<file path="config.mk">
export PLATFORM = sky130hd
export DESIGN_NAME = nibble_serial_logic_unit
export DESIGN_NICKNAME = d
export VERILOG_FILES = /design/src/rtl/nibble_serial_logic_unit.sv
export SDC_FILE = /design/constraint.sdc
export NUM_CORES = 1
export LEC_CHECK = 0
export BUFFER_PORTS_ARGS = -buffer_cell sky130_fd_sc_hd__buf_2
export CAP_MARGIN = 15
export CORE_MARGIN = 4
export CORE_UTILIZATION = 43
export CTS_CLUSTER_DIAMETER = 150
export DETAILED_ROUTE_END_ITERATION = 8
export PLACE_DENSITY = 0.63
export REMOVE_ABC_BUFFERS = 1
export SETUP_SLACK_MARGIN = 0.2
export SYNTH_ARGS = -nofsm -noshare
export SYNTH_HDL_FRONTEND = slang
export SYNTH_SLANG_ARGS = --single-unit
</file>
<file path="constraint.sdc">
create_clock -name clk -period 8.93 [get_ports clk]
set_clock_uncertainty 0.2 [all_clocks]
set_input_delay 0.893 -clock clk [delete_from_list [all_inputs] [get_ports clk]]
set_output_delay 0.893 -clock clk [all_outputs]
set_load 0.005 [all_outputs]
</file>
<file path="src/rtl/nibble_serial_logic_unit.sv">
// Serial 32-bit logic unit: applies AND/OR/XOR/NOR to one SLICE-bit slice per cycle,
// LSB slice first, between a valid/ready operand handshake and a valid/ready result handshake.
module nibble_serial_logic_unit #(
  parameter int WIDTH = 32,
  parameter int SLICE = 4
) (
  input  logic             clk,
  input  logic             rst_n,
  input  logic             in_valid,
  output logic             in_ready,
  input  logic [WIDTH-1:0] x,
  input  logic [WIDTH-1:0] y,
  input  logic [1:0]       op,
  output logic             out_valid,
  input  logic             out_ready,
  output logic [WIDTH-1:0] f,
  output logic             zero
);

  localparam int NSLICES = WIDTH / SLICE;
  localparam int CW = (NSLICES > 1) ? $clog2(NSLICES) : 1;
  localparam logic [CW-1:0] LAST = CW'(NSLICES - 1);

  generate
    if (SLICE < 1 || (WIDTH % SLICE) != 0) begin : g_bad_slice
      $error("nibble_serial_logic_unit: WIDTH must be an exact multiple of SLICE");
    end
  endgenerate

  typedef enum logic [1:0] {IDLE, RUN, DONE} state_t;

  state_t           state;
  state_t           next_state;
  logic [CW-1:0]    cnt;
  logic [WIDTH-1:0] xr;
  logic [WIDTH-1:0] yr;
  logic [1:0]       opr;
  logic [SLICE-1:0] x_slice;
  logic [SLICE-1:0] y_slice;
  logic [SLICE-1:0] slice_res;
  logic             accept;

  function automatic logic [SLICE-1:0] slice_op(input logic [1:0] o,
                                                input logic [SLICE-1:0] a,
                                                input logic [SLICE-1:0] b);
    case (o)
      2'b00:   return a & b;
      2'b01:   return a | b;
      2'b10:   return a ^ b;
      default: return ~(a | b);
    endcase
  endfunction

  assign accept    = in_valid && in_ready;
  assign x_slice   = xr[int'(cnt)*SLICE +: SLICE];
  assign y_slice   = yr[int'(cnt)*SLICE +: SLICE];
  assign slice_res = slice_op(opr, x_slice, y_slice);

  always_ff @(posedge clk or negedge rst_n) begin
    if (!rst_n) state <= IDLE;
    else        state <= next_state;
  end

  always_comb begin
    next_state = state;
    case (state)
      IDLE:    if (accept) next_state = RUN;
      RUN:     if (cnt == LAST) next_state = DONE;
      DONE:    if (out_ready) next_state = IDLE;
      default: next_state = IDLE;
    endcase
  end

  // in_ready is gated by rst_n so it drops the instant reset asserts
  always_comb begin
    in_ready  = (state == IDLE) && rst_n;
    out_valid = (state == DONE);
    zero      = out_valid && ~|f;
  end

  // Result slices fill LSB-first; untouched slices keep the zero written at accept
  always_ff @(posedge clk or negedge rst_n) begin
    if (!rst_n) begin
      cnt <= '0;
      xr  <= '0;
      yr  <= '0;
      opr <= '0;
      f   <= '0;
    end else begin
      case (state)
        IDLE: begin
          if (accept) begin
            xr  <= x;
            yr  <= y;
            opr <= op;
            f   <= '0;
            cnt <= '0;
          end
        end
        RUN: begin
          f[int'(cnt)*SLICE +: SLICE] <= slice_res;
          cnt <= (cnt == LAST) ? '0 : cnt + 1'b1;
        end
        default: ;
      endcase
    end
  end

endmodule

</file>
==> impl_metrics.py <==
metrics = {
    "run": {
        "maxCapViolCount": 0,
    },
    "global_route": {
        "antenna_found_initial": 0,
        "grtUsageMet2": 0.256,
        "track_usage": 0.167,
        "busiest_layer": "met2",
        "grt_pass1_wl_um": 17400,
        "use_met1": 0.238,
        "grtUsageMet3": 0.0437,
        "grt_start_max_net_pins": 85,
        "grt_overflow": 0,
        "grt_pass1_vias": 3353,
    },
    "synthesis": {
        "ys_dominant_reg_cell": "dfrtp_1",
        "ys_async_sr_fraction": 1.00,
        "yosysWarnings": 0,
        "synth_edf_count": 0,
        "synth_area_mm2": 0.00492,
        "ys_seq_area_frac": 0.524,
        "synthDistinctLibCells": 35,
        "yosys_register_bits": 103,
        "syn_area_per_cell_um2": 13.8,
        "syn_inst": 356,
    },
    "power": {
        "p_sw_w": 0.000813,
        "cellInternalPower_w": 0.00139,
        "powerDensity_mw_per_mm2": 378,
        "combinationalPowerShare": 0.447,
        "irDropWorstVdd_uv": 144,
        "swShare": 0.369,
        "clkPwrFrac": 0.166,
        "leakage_nw": 2.78,
        "seqPwrFrac": 0.387,
    },
    "sta": {
        "hold_viol_final": 0,
        "fin_crit_ns": 3.31,
        "setup_slack_ns": 5.62,
        "fin_crit_sh": 0.371,
        "worst_pin_slew_ns": 1.02,
        "setup_viol": 0,
        "maxSlewViolCount": 0,
        "finalSetupTns_ns": 0,
        "relSlewSlack": 0.323,
        "rsz0062_at_grt": "false",
        "max_freq_mhz": 302,
    },
    "cells_and_area": {
        "stdcell_area_mm2": 0.00582,
        "drive_gt1_frac": 0.467,
        "diodes": 0,
        "area_growth_pct": 18.3,
        "layout_common_cells": "103 x dfrtp_1, 103 x buf_2, 74 x mux2_2, 26 x nand2_1, 24 x a22o_1",
        "nFillCells": 980,
        "fin_nets": 539,
        "fin_cells": 598,
    },
    "clocking": {
        "ctsHoldBuffers": 0,
        "cts.htree.levels": 3,
        "clkTransAtPathRegs_ns": 0.07,
        "cts_sinks": 103,
        "post_cts_resized": 0,
        "root_buffer": "clkbuf_16",
        "cts_tree": "yes",
        "postCtsSetupRepairBufs": 0,
        "clock_latency_ns": 0.34,
        "numCtsBuffers": 9,
        "cts_max_path_buffers": 2,
    },
    "floorplan": {
        "core-area_mm2": 0.0110,
        "row_count": 38,
        "initial_core_util": 0.446,
        "die_w_um": 115,
        "die-area_mm2": 0.0132,
        "ios": 105,
        "fp.dieH_um": 115,
    },
    "critical_path": {
        "required_ns": 9.00,
        "reg2regPathDepth": 8,
        "cp-end-kind": "register",
        "critical_path_class": "reg -> reg",
        "cp_max_fo": 15,
        "crit_arrival_ns": 3.38,
        "critPathSlowestCell": "mux2i_1",
        "cp_slowest_stage_delay_ns": 0.76,
        "path_cells": "buf_4 > mux4_2 > nand2_1 > and2_1 > ha_1 > xor2_1 > mux2i_1 > mux2_2",
        "crit_path_start_kind": "register",
    },
    "place": {
        "dpl.hpwl_um": 7630,
        "place_congestion": 0.856,
        "numPlacedInstances": 583,
        "numPortBuffers": 104,
        "post-place-ws_ns": 5.54,
        "place_area_mm2": 0.00555,
    },
    "route": {
        "drtIter0Drc": 165,
        "drt_first_pass_iters": 4,
        "ant_nets": 0,
        "route.detailed.drc": 0,
        "num_vias": 3282,
        "routed_via_density": 5.49,
        "wl_per_cell_um": 17.9,
        "wl_um": 10700,
    },
    "min_path": {
        "hold_path_class": "in -> async",
    },
    "status": {
        "run_status": "completed",
    },
}
synth_stat cells, drive strengths merged (2+ instances only):
library cell	instances	area, µm²
mux2i	8	80.1
nand3	3	15.0
nor4	8	50.1
inv	4	15.0
xor2	4	35.0
nand2b	2	12.5
mux4	16	360
or3	2	12.5
nor2b	9	56.3
a22o	24	210
nand3b	3	22.5
and2	8	50.1
or4	2	15.0
mux2	74	833
dfrtp	103	2580
nand2	26	97.6
nor2	5	18.8
a41oi	6	67.6
nor3	2	10.0
ha	15	188
o31ai	3	22.5
buf	18	91.3
clkbuf	2	7.51
worst max-delay path, delay by kind of cell, from the launching register on:
| family | cells | cell delay (ns) |
|---|---|---|
| xor+xnor | 1 | 0.07 |
| simple gates | 2 | 0.24 |
| flops | 1 | 0.59 |
| fa+ha+maj | 1 | 0.15 |
| buf+inv | 1 | 0.39 |
| mux | 3 | 1.61 |
power groups by stage:
stage / sequential, W / clock, W / combinational (W)
after global placement: 0.000860 / 0 / 0.000977
after global routing: 0.000884 / 0.000393 / 0.00110
final: 0.000853 / 0.000365 / 0.000984
after CTS: 0.000855 / 0.000374 / 0.00101
after detailed placement: 0.000863 / 0 / 0.000999
after floorplan: 0.000818 / 0 / 0.000714
stage by stage:
step                       util  power [W]  hold WS, ns
after global routing      0.528    0.00238        0.299
after floorplan               -    0.00153        0.275
after CTS                 0.528    0.00224        0.278
final                     0.528    0.00220        0.275
after detailed placement  0.503    0.00186        0.292
after global placement    0.503    0.00184        0.287
cell type report:
class,count,area (µm²),share of cell area
Tap cell,140,175,0.0301
Timing Repair Buffer,107,546,0.0937
Multi-Input combinational cell,228,2230,0.383
Clock inverter,3,18.8,0.00322
Inverter,5,18.8,0.00322
Sequential cell,103,2580,0.443
Clock buffer,12,256,0.0441
final timing paths:
check,startpoint,end,slack [ns]
worst max-delay path,cnt[0],f[3],5.62
min in group clk,yr[27],yr[27],0.30
worst min-delay path,rst_n,xr[20],0.27
max in group asynchronous,rst_n,state[0],6.97
worst max register to register,cnt[0],f[3],5.62
worst min register to register,yr[27],yr[27],0.30
metal layers:
metal,up-vias,share of wire
met5,-,0
met4,0,0.0055
met3,6,0.061
met2,94,0.47
met1,1666,0.47
li1,1516,-
cell families after synthesis:
kind of cell	count (synthesis)	synth area share
AO/OA/AOI/OAI	35	0.0636
XOR/XNOR	4	0.00712
adder cells (fa/ha/maj)	15	0.0381
buffers and inverters	25	0.0239
flip-flops	103	0.524
multiplexers	98	0.259
AND/OR/NAND/NOR	76	0.0847
state kept, by name, indices dropped and copies added (netlist names):
signal  count
state       2
xr         32
yr         32
opr         2
f          32
cnt         3
Power figures use the tool's default switching activity.
